File: src/rtl/rr_dispatcher_pkg.sv
// Shared helpers for the round-robin dispatcher and its priority picker.
package rr_dispatcher_pkg;

  // Port-index width, never narrower than one bit so a single-port build still has a signal.
  function automatic int port_width(input int n);
    return (n > 1) ? $clog2(n) : 1;
  endfunction

endpackage

File: src/rtl/rr_pick.sv
// Combinational round-robin select: lowest available index at or above ptr, else lowest overall.
module rr_pick
  import rr_dispatcher_pkg::*;
#(
  parameter int NUM_PORTS = 8,
  parameter int PORT_W    = port_width(NUM_PORTS)
) (
  input  logic [NUM_PORTS-1:0] avail,
  input  logic [PORT_W-1:0]    ptr,
  output logic [PORT_W-1:0]    pick,
  output logic                 pick_valid
);

  logic [PORT_W-1:0] masked_idx;
  logic [PORT_W-1:0] any_idx;
  logic              masked_hit;
  logic              any_hit;

  // NOTE: every always_comb output gets a default first so no path leaves it unassigned (no latch).
  always_comb begin
    masked_idx = '0;
    any_idx    = '0;
    masked_hit = 1'b0;
    any_hit    = 1'b0;
    // Scan downward so the last hit written is the lowest index.
    for (int i = NUM_PORTS - 1; i >= 0; i--) begin
      if (avail[i]) begin
        any_idx = PORT_W'(i);
        any_hit = 1'b1;
        if (PORT_W'(i) >= ptr) begin
          masked_idx = PORT_W'(i);
          masked_hit = 1'b1;
        end
      end
    end
    pick       = masked_hit ? masked_idx : any_idx;
    pick_valid = any_hit;
  end

endmodule

File: src/rtl/rr_dispatcher.sv
// Packet-granular round-robin fan-out: one upstream stream spread over NUM_PORTS engines,
// with a one-beat registered holding stage and per-packet port locking.
module rr_dispatcher
  import rr_dispatcher_pkg::*;
#(
  parameter int NUM_PORTS = 8,
  parameter int DWIDTH    = 512,
  parameter int EMPTY_W   = 6,
  parameter int PORT_W    = port_width(NUM_PORTS)
) (
  input  logic                 clk,
  input  logic                 rst,
  input  logic [DWIDTH-1:0]    in_data,
  input  logic                 in_valid,
  output logic                 in_ready,
  input  logic                 in_sop,
  input  logic                 in_eop,
  input  logic [EMPTY_W-1:0]   in_empty,
  input  logic [NUM_PORTS-1:0] eng_avail,
  output logic [DWIDTH-1:0]    out_data,
  output logic                 out_sop,
  output logic                 out_eop,
  output logic [EMPTY_W-1:0]   out_empty,
  output logic [NUM_PORTS-1:0] out_valid,
  input  logic [NUM_PORTS-1:0] out_ready,
  output logic [PORT_W-1:0]    cur_port,
  output logic                 err_pulse,
  output logic [31:0]          pkt_cnt
);

  typedef enum logic {IDLE, BUSY} state_e;

  typedef struct packed {
    logic [DWIDTH-1:0]  data;
    logic               sop;
    logic               eop;
    logic [EMPTY_W-1:0] empty;
  } beat_t;

  state_e            state_q, state_d;
  logic [PORT_W-1:0] ptr_q, ptr_d;
  logic [PORT_W-1:0] sel_q, sel_d;
  logic              hold_valid_q, hold_valid_d;
  logic [PORT_W-1:0] hold_port_q, hold_port_d;
  beat_t             hold_q, hold_d;
  logic              err_q, err_d;
  logic [31:0]       pkt_cnt_q, pkt_cnt_d;

  logic [PORT_W-1:0] pick;
  logic              pick_valid;
  logic              drain;
  logic              route_ok;
  logic              accept;
  logic              fwd;
  logic [PORT_W-1:0] fwd_port;

  rr_pick #(
    .NUM_PORTS (NUM_PORTS),
    .PORT_W    (PORT_W)
  ) u_pick (
    .avail      (eng_avail),
    .ptr        (ptr_q),
    .pick       (pick),
    .pick_valid (pick_valid)
  );

  // A new sop in IDLE waits for an engine; stray non-sop beats are always taken so they can be dropped.
  assign drain    = hold_valid_q && out_ready[hold_port_q];
  assign route_ok = (state_q == BUSY) || !in_sop || pick_valid;
  assign in_ready = (!hold_valid_q || out_ready[hold_port_q]) && route_ok;
  assign accept   = in_valid && in_ready;

  always_comb begin
    state_d      = state_q;
    ptr_d        = ptr_q;
    sel_d        = sel_q;
    hold_valid_d = hold_valid_q && !drain;
    hold_port_d  = hold_port_q;
    hold_d       = hold_q;
    err_d        = 1'b0;
    pkt_cnt_d    = pkt_cnt_q;
    fwd          = 1'b0;
    fwd_port     = sel_q;

    if (accept) begin
      unique case (state_q)
        IDLE: begin
          if (in_sop) begin
            fwd      = 1'b1;
            fwd_port = pick;
            ptr_d    = (pick == PORT_W'(NUM_PORTS - 1)) ? '0 : pick + PORT_W'(1);
            if (!in_eop) begin
              state_d = BUSY;
              sel_d   = pick;
            end
          end else begin
            err_d = 1'b1;
          end
        end
        BUSY: begin
          if (in_sop) begin
            err_d = 1'b1;
          end else begin
            fwd = 1'b1;
            if (in_eop) state_d = IDLE;
          end
        end
        default: state_d = IDLE;
      endcase
    end

    if (fwd) begin
      hold_valid_d = 1'b1;
      hold_port_d  = fwd_port;
      hold_d       = '{data: in_data, sop: in_sop, eop: in_eop, empty: in_empty};
      if (in_eop) pkt_cnt_d = pkt_cnt_q + 32'd1;
    end
  end

  // NOTE: sequential state uses non-blocking assignments only, so every flop samples pre-edge values.
  always_ff @(posedge clk) begin
    if (rst) begin
      state_q      <= IDLE;
      ptr_q        <= '0;
      sel_q        <= '0;
      hold_valid_q <= 1'b0;
      hold_port_q  <= '0;
      // NOTE: the wide data register is reset too because the outputs must read zero out of reset.
      hold_q       <= '0;
      err_q        <= 1'b0;
      pkt_cnt_q    <= '0;
    end else begin
      state_q      <= state_d;
      ptr_q        <= ptr_d;
      sel_q        <= sel_d;
      hold_valid_q <= hold_valid_d;
      hold_port_q  <= hold_port_d;
      hold_q       <= hold_d;
      err_q        <= err_d;
      pkt_cnt_q    <= pkt_cnt_d;
    end
  end

  always_comb begin
    out_valid = '0;
    if (hold_valid_q) out_valid[hold_port_q] = 1'b1;
  end

  assign out_data  = hold_q.data;
  assign out_sop   = hold_q.sop;
  assign out_eop   = hold_q.eop;
  assign out_empty = hold_q.empty;
  assign cur_port  = hold_port_q;
  assign err_pulse = err_q;
  assign pkt_cnt   = pkt_cnt_q;

endmodule

File: config.mk
export PLATFORM = sky130hd
export DESIGN_NAME = rr_dispatcher
export DESIGN_NICKNAME = d
export VERILOG_FILES = /design/src/rtl/rr_dispatcher_pkg.sv /design/src/rtl/rr_pick.sv /design/src/rtl/rr_dispatcher.sv
export SDC_FILE = /design/constraint.sdc
export NUM_CORES = 1
export LEC_CHECK = 0
export CAP_MARGIN = 0
export CORE_AREA = 4 4 427 429
export CTS_CLUSTER_DIAMETER = 30
export DETAILED_ROUTE_END_ITERATION = 10
export DIE_AREA = 0 0 431 433
export HOLD_SLACK_MARGIN = 0.1
export REMOVE_ABC_BUFFERS = 1
export SLEW_MARGIN = 0
export SYNTH_ARGS = -nofsm -noshare
export SYNTH_HDL_FRONTEND = slang
export SYNTH_SLANG_ARGS = --single-unit
File: constraint.sdc
create_clock -name clk -period 2.7 [get_ports clk]
set_input_delay 0.405 -clock clk [delete_from_list [all_inputs] [get_ports clk]]
set_output_delay 0.405 -clock clk [all_outputs]
set_load 0.01 [all_outputs]
Word level (Yosys, flattened, before mapping)
Cells that the tools add are included.
W data, S select, Z words.
{"block": "classes", "add_sub_neg": 2, "eq_ne": 1, "bitwise_logic": 3, "reduce_logical": 15, "magnitude_cmp": 10, "mux": 68}
{"operator": "$mux W3", "n": 29}
{"operator": "$mux W1", "n": 33}
{"operator": "$add A32 B1 Y32 const B", "n": 1}
{"operator": "$ge A3 B3 Y1 const A", "n": 4}
{"operator": "$mux W8", "n": 1}
{"operator": "$ge A1 B3 Y1 const A", "n": 2}
{"operator": "$ge A2 B3 Y1 const A", "n": 2}
{"operator": "$pmux W1 S2", "n": 3}
{"operator": "$logic_and A1 B1 Y1", "n": 5}
{"operator": "$lt A3 B4 Y1 const B", "n": 1}
{"operator": "$reduce_and A4 Y1", "n": 1}
{"operator": "$add A3 B1 Y3 const B", "n": 1}
{"operator": "$bmux W1 S3", "n": 1}
{"operator": "$demux W1 S3", "n": 1}
{"operator": "$eq A3 B3 Y1 const B", "n": 1}
{"operator": "$ge A3 B1 Y1 const B", "n": 1}
{"operator": "$logic_not A1 Y1", "n": 3}
{"operator": "$logic_or A1 B1 Y1", "n": 3}
{"operator": "$not A1 Y1", "n": 3}
{"operator": "$reduce_and A3 Y1", "n": 1}
{"operator": "$reduce_and A2 Y1", "n": 1}
{"operator": "$reduce_or A2 Y1", "n": 1}
{"block": "word_totals", "register_bits": 564, "output_inout_bits": 565, "input_bits": 539}

Depth between registers and ports, before layout
{"block": "depth", "word_depth": 21, "ltp_mapped": 10, "mapped_depth_nobuf": 9}

Hierarchy
A second synthesis with hierarchy kept.
{"block": "unflattened", "hier_cells": 2564, "hier_area_um2": 20292.0}
{"mod": "rr_dispatcher", "area_per_inst_um2": 20026.7, "cells_per_inst": 2519, "seq_area_each_um2": 11290.8, "n_inst": 1}
{"mod": "rr_pick", "area_per_inst_um2": 265.3, "cells_per_inst": 45, "seq_area_each_um2": 0.0, "n_inst": 1}

Worst setup path before layout
OpenSTA, ideal clock, no wires.
{"block": "synth_path", "path_kind": "register to register", "startpoint": "register ptr_q[2]", "endpoint": "register ptr_q[0]", "t_arrival_ps": 2094, "t_required_ps": 2626, "path_stages_with_launch": 11, "slack_ps": 531, "synth_period_minus_slack_ps": 2169, "path_cell_list": "dfxtp_1 -> clkbuf_1 -> nand2_1 -> a211o_1 -> o221a_2 -> o2bb2ai_1 -> o31ai_1 -> ha_1 -> ha_1 -> or3_1 -> a21oi_1"}
{"block": "synth_between", "elab_chain_len": 20, "word_cells_on_any_way": 44, "cone_classes": "add/sub (1); order compare (8); eq/ne (1); mux (34)"}
{"item": "start: declaration", "line_no": "rr_dispatcher.sv:41", "text": "logic [PORT_W-1:0] ptr_q, ptr_d;"}
{"item": "start signal: assignment", "line_no": "rr_dispatcher.sv:134", "text": "ptr_q <= ptr_d;"}
{"item": "$ge A3 B3 Y1", "line_no": "rr_pick.sv:30", "text": "if (PORT_W'(i) >= ptr) begin"}
{"item": "$mux W3 / $mux W1 (equally long branches)", "line_no": "rr_pick.sv:30"}
{"item": "$mux W3 / $mux W1 (equally long branches)", "line_no": "rr_pick.sv:27", "text": "if (avail[i]) begin"}
{"item": "$mux W3 / $mux W1 (equally long branches)", "line_no": "rr_pick.sv:30"}
{"item": "$mux W3 / $mux W1 (equally long branches)", "line_no": "rr_pick.sv:27"}
{"item": "$mux W3 / $mux W1 (equally long branches)", "line_no": "rr_pick.sv:30"}
{"item": "$mux W3 / $mux W1 (equally long branches)", "line_no": "rr_pick.sv:27"}
{"item": "$mux W3 / $mux W1 (equally long branches)", "line_no": "rr_pick.sv:30"}
{"item": "[... 4 more ...]"}
{"item": "$mux W3 / $mux W1 (equally long branches)", "line_no": "rr_pick.sv:27"}
{"item": "$mux W3 / $mux W1 (equally long branches)", "line_no": "rr_pick.sv:30"}
{"item": "$mux W3 / $mux W1 (equally long branches)", "line_no": "rr_pick.sv:27"}
{"item": "$mux W3 / $mux W1 (equally long branches)", "line_no": "rr_pick.sv:30"}
{"item": "$mux W3 / $mux W1 (equally long branches)", "line_no": "rr_pick.sv:27"}
{"item": "$mux W3 *", "line_no": "rr_pick.sv:36", "text": "pick = masked_hit ? masked_idx : any_idx;"}
{"item": "$add A3 B1 Y3 / $eq A3 B3 Y1 (equally long branches)", "line_no": "rr_dispatcher.sv:91", "text": "ptr_d = (pick == PORT_W'(NUM_PORTS - 1)) ? '0 : pick + PORT_W'(1);"}
{"item": "$mux W3 *", "line_no": "rr_dispatcher.sv:91"}
Every way passes the cells marked *; elsewhere a longest branch is shown, timed or not.
A chain may end at the register's enable or synchronous reset.

Final worst setup path
{"block": "layout_path", "startpoint": "register hold_port_q[0] (netlist: cur_port[0])", "endpoint": "output port in_ready"}
{"block": "layout_between", "elab_chain_len": 4}
{"item": "start: declaration", "line_no": "rr_dispatcher.sv:44", "text": "logic [PORT_W-1:0] hold_port_q, hold_port_d;"}
{"item": "start signal: assignment", "line_no": "rr_dispatcher.sv:137", "text": "hold_port_q <= hold_port_d;"}
{"item": "$bmux W1 S3", "line_no": "rr_dispatcher.sv:70", "text": "assign in_ready = (!hold_valid_q || out_ready[hold_port_q]) && route_ok;"}
{"item": "$mux W1 (not written as such)", "line_no": "rr_dispatcher.sv:70"}
{"item": "$logic_or A1 B1 Y1", "line_no": "rr_dispatcher.sv:70"}
{"item": "$logic_and A1 B1 Y1", "line_no": "rr_dispatcher.sv:70"}
{"item": "end: declaration", "line_no": "rr_dispatcher.sv:15", "text": "output logic in_ready,"}
No other way between the ends. The select of a mux whose other input is x is not followed.

==> flow_metrics.tcl <==
set metrics [dict create \
    dieWidth_um 431 \
    clock_skew_ns 0.03804 \
    cp_data_required_time_ns 2.30 \
    setup.worst_path.end_class "primary output" \
    critPathLaunchType "flip-flop" \
    io_buffer_count 1103 \
    r2r-start "cur_port[0]" \
    powerDensity_nw_per_um2 778.5 \
    die_y_um 433 \
    min_period_ns 2.640 \
    grt_overflow 0 \
    max_freq_mhz 378.7 \
    critical_path_class "reg2out" \
    slew_violations 0 \
    synth_enable_flop_cells 0 \
    layout-drive-gt1-share_pct 30.65 \
    yosys_register_bits 564 \
    leakage_nw 15.82 \
    min_path_type "in2reg" \
    final_cells 6484 \
    antenna_found_initial 72 \
    cts_tree "done" \
    async_flop_share_pct 0 \
    grt_max_degree 85 \
    seq_area_um2 11300 \
    max-slew-margin-rel_pct 57.10 \
    cts_root_buf "clkbuf_16" \
    die_area_um2 186600 \
    clk_pin_slew_ns 0.04 \
    start_util_pct 13.02 \
    vias 23810 \
    ant_nets 0 \
    gp_congestion 0.8904 \
    dp.cells 5957 \
    min_from "in_data[280]" \
    drc 0 \
    clockBufferDepth 3 \
    crit_fanout 6 \
    hold-path-endpoint "out_data[280]" \
    drt_pass1_iterations 5 \
    place_hpwl_um 110200 \
    io_pins 1104 \
    finalSetupViolCount 0 \
    cts_buffers 166 \
    htree_levels 4 \
    ir_drop_uv 458.1 \
    viasPerCell 3.672 \
    synth_area_per_cell_um2 9.145 \
    fin_crit_sh_pct 97.79 \
    maxCapViolations 0 \
    utilization_pct 25.53 \
    drtIter0Drc 1247 \
    wire_per_inst_um 21.45 \
    nFillCells 18870 \
    ff2ff_setup_slack_ns 0.12 \
    ys_seq_area_share_pct 48.67 \
    grt_usage_pct 14.10 \
    tightest_slew_ns 0.6435 \
    multi_input_area_um2 10410 \
    rows 155 \
    worstHoldPathCells 3 \
    grt_first_pass_wirelength_um 186900 \
    synth_cell_types 47 \
    drt-total-wl_um 139100 \
    clkSinkCount 564 \
    arrival_ns 2.24 \
    status "finished clean" \
    reg2regPathDepth 10 \
    insertion_delay_ns 0.77 \
    r2r-end "out_data[421]" \
    syn_to_final_growth_pct 96.13 \
    yosys_warnings 0 \
    rsz0062_at_grt "yes" \
    hold_viol 0 \
    grt_pass1_vias 24310 \
    syn_area_um2 23200 \
    synthCells 2537 \
    fin_nets 4508 \
    dominantRegCellSynth "dfxtp_1" \
    fp.coreArea_um2 178200 \
]
-- through the flow --
| step | setup WS [ns] | total power [mW] | TNS, ns | hold slack (ns) | area [um^2] |
|---|---|---|---|---|---|
| final | 0.05973 | 35.42 | 0 | 0.1868 | 45500 |
| after CTS | -0.07010 | 35.86 | -0.07010 | 0.1001 | 45270 |
| after global routing | -0.09588 | 36.73 | -0.09588 | 0.1208 | 45490 |
| after detailed placement | -0.1399 | 14.25 | -35.35 | 0.4455 | 37230 |
| after floorplan | -13.45 | 11.16 | -6705.86 | 0.4535 | 21700 |
| after global placement | -0.1866 | 14.23 | -50.16 | 0.4417 | 37230 |
-- placed cells by master, fill, tap and decap left out, types with 4 or more instances in the layout --
cell type	Yosys	layout
nand2_2	400	400
nor3_1	5	5
clkinvlp_4	0	17
and3_1	8	8
mux2i_1	11	7
diode_2	0	21
dfxtp_1	564	561
buf_12	44	29
nand3_1	19	19
dlygate4sd3_1	0	188
inv_1	8	7
clkbuf_8	0	30
a21oi_1	130	130
and4_1	6	6
clkbuf_16	0	171
a21oi_2	400	400
nor2_1	54	52
clkinv_2	0	23
clkinv_4	0	7
nor2b_1	5	5
clkbuf_1	102	28
nand2b_1	4	4
clkdlybuf4s50_1	0	1100
buf_4	11	114
nand4_1	7	7
xor2_1	29	29
buf_16	0	6
o21ai_0	6	6
ha_1	4	4
clkinv_16	0	9
nand2_1	661	661
bufinv_16	0	25
-- where the power goes --
part           switching, mW  internal [mW]
registers              0.441           8.88
clock network           6.41           14.6
logic                   2.51           2.57
total                   9.36           26.1
-- state kept, by name (all words and copies together) (netlist names) --
register / cells
state_q: 1
out_sop: 1
ptr_q: 3
cur_port: 3
sel_q: 3
out_data: 512
out_empty: 6
pkt_cnt: 32
out_eop: 1
err_pulse: 1
hold_valid_q: 1
-- logic make-up after synthesis --
kind of cell             after synthesis  synth area share, %
adder cells (fa/ha/maj)                4               0.2157
AND/OR/NAND/NOR                     1180                24.08
multiplexers                          11               0.4746
AO/OA/AOI/OAI                        555                18.82
XOR/XNOR                              30                1.132
flip-flops                           564                48.67
buffers and inverters                193                6.612
-- Yosys cell counts, types with 11 or more instances --
library cell	instances	area share, %
a21oi_1	130	2.8
a21oi_2	400	15
buf_12	44	3.8
buf_2	21	0.45
buf_4	11	0.36
clkbuf_1	102	1.7
dfxtp_1	564	49
mux2i_1	11	0.47
nand2_1	661	11
nand2_2	400	11
nand3_1	19	0.41
nor2_1	54	0.87
xor2_1	29	1.1
-- critical path: stages (launching register included) --
cell     delay (ns)
dfxtp_4        0.40
mux2i_2        0.29
o22ai_2        0.17
o31ai_1        0.26
buf_4          0.17
inv_4          0.04
buf_6          0.12
-- area by class of cell --
cell class                      count  area share [%]
Antenna cell                       21          0.1155
Tap cell                         2355           6.475
Inverter                            8         0.07149
Multi-Input combinational cell   1780           22.89
Clock inverter                     86           3.115
Timing Repair Buffer             1445           32.18
Clock buffer                      225           10.32
Sequential cell                   564           24.83
-- worst max path at each step --
stage                 startpoint            end  slack (ns)  cells past startpoint
finish               cur_port[0]       in_ready        0.06                      6
global route         cur_port[0]       in_ready        -0.1                      7
CTS                  cur_port[0]       in_ready       -0.07                      7
detailed placement  out_ready[3]  out_data[432]       -0.14                     10
global placement    out_ready[3]  out_data[296]       -0.19                     10
floorplan            cur_port[0]   hold_valid_q      -13.45                      5
-- routing by layer --
metal	part of all wire, %	up-vias	track usage (%)	wire (um)
li1	-	11170	-	-
met3	8.1	292	5.367	11220
met2	47	948	22.55	65470
met1	41	11390	16.67	56960
met5	0.014	-	0	19
met4	3.9	4	6.549	5425
-- repair_timing --
action                                  in CTS  in global routing
endpoints found under the hold margin      206                  0
buffers inserted                             2                  2
pin swaps                                    2                  3
hold buffers                               188                  0
gates cloned                                 0                  4
resized for setup                           13                 11
endpoints found under the setup margin      46                 48
(Power assumes the default switching activity.)
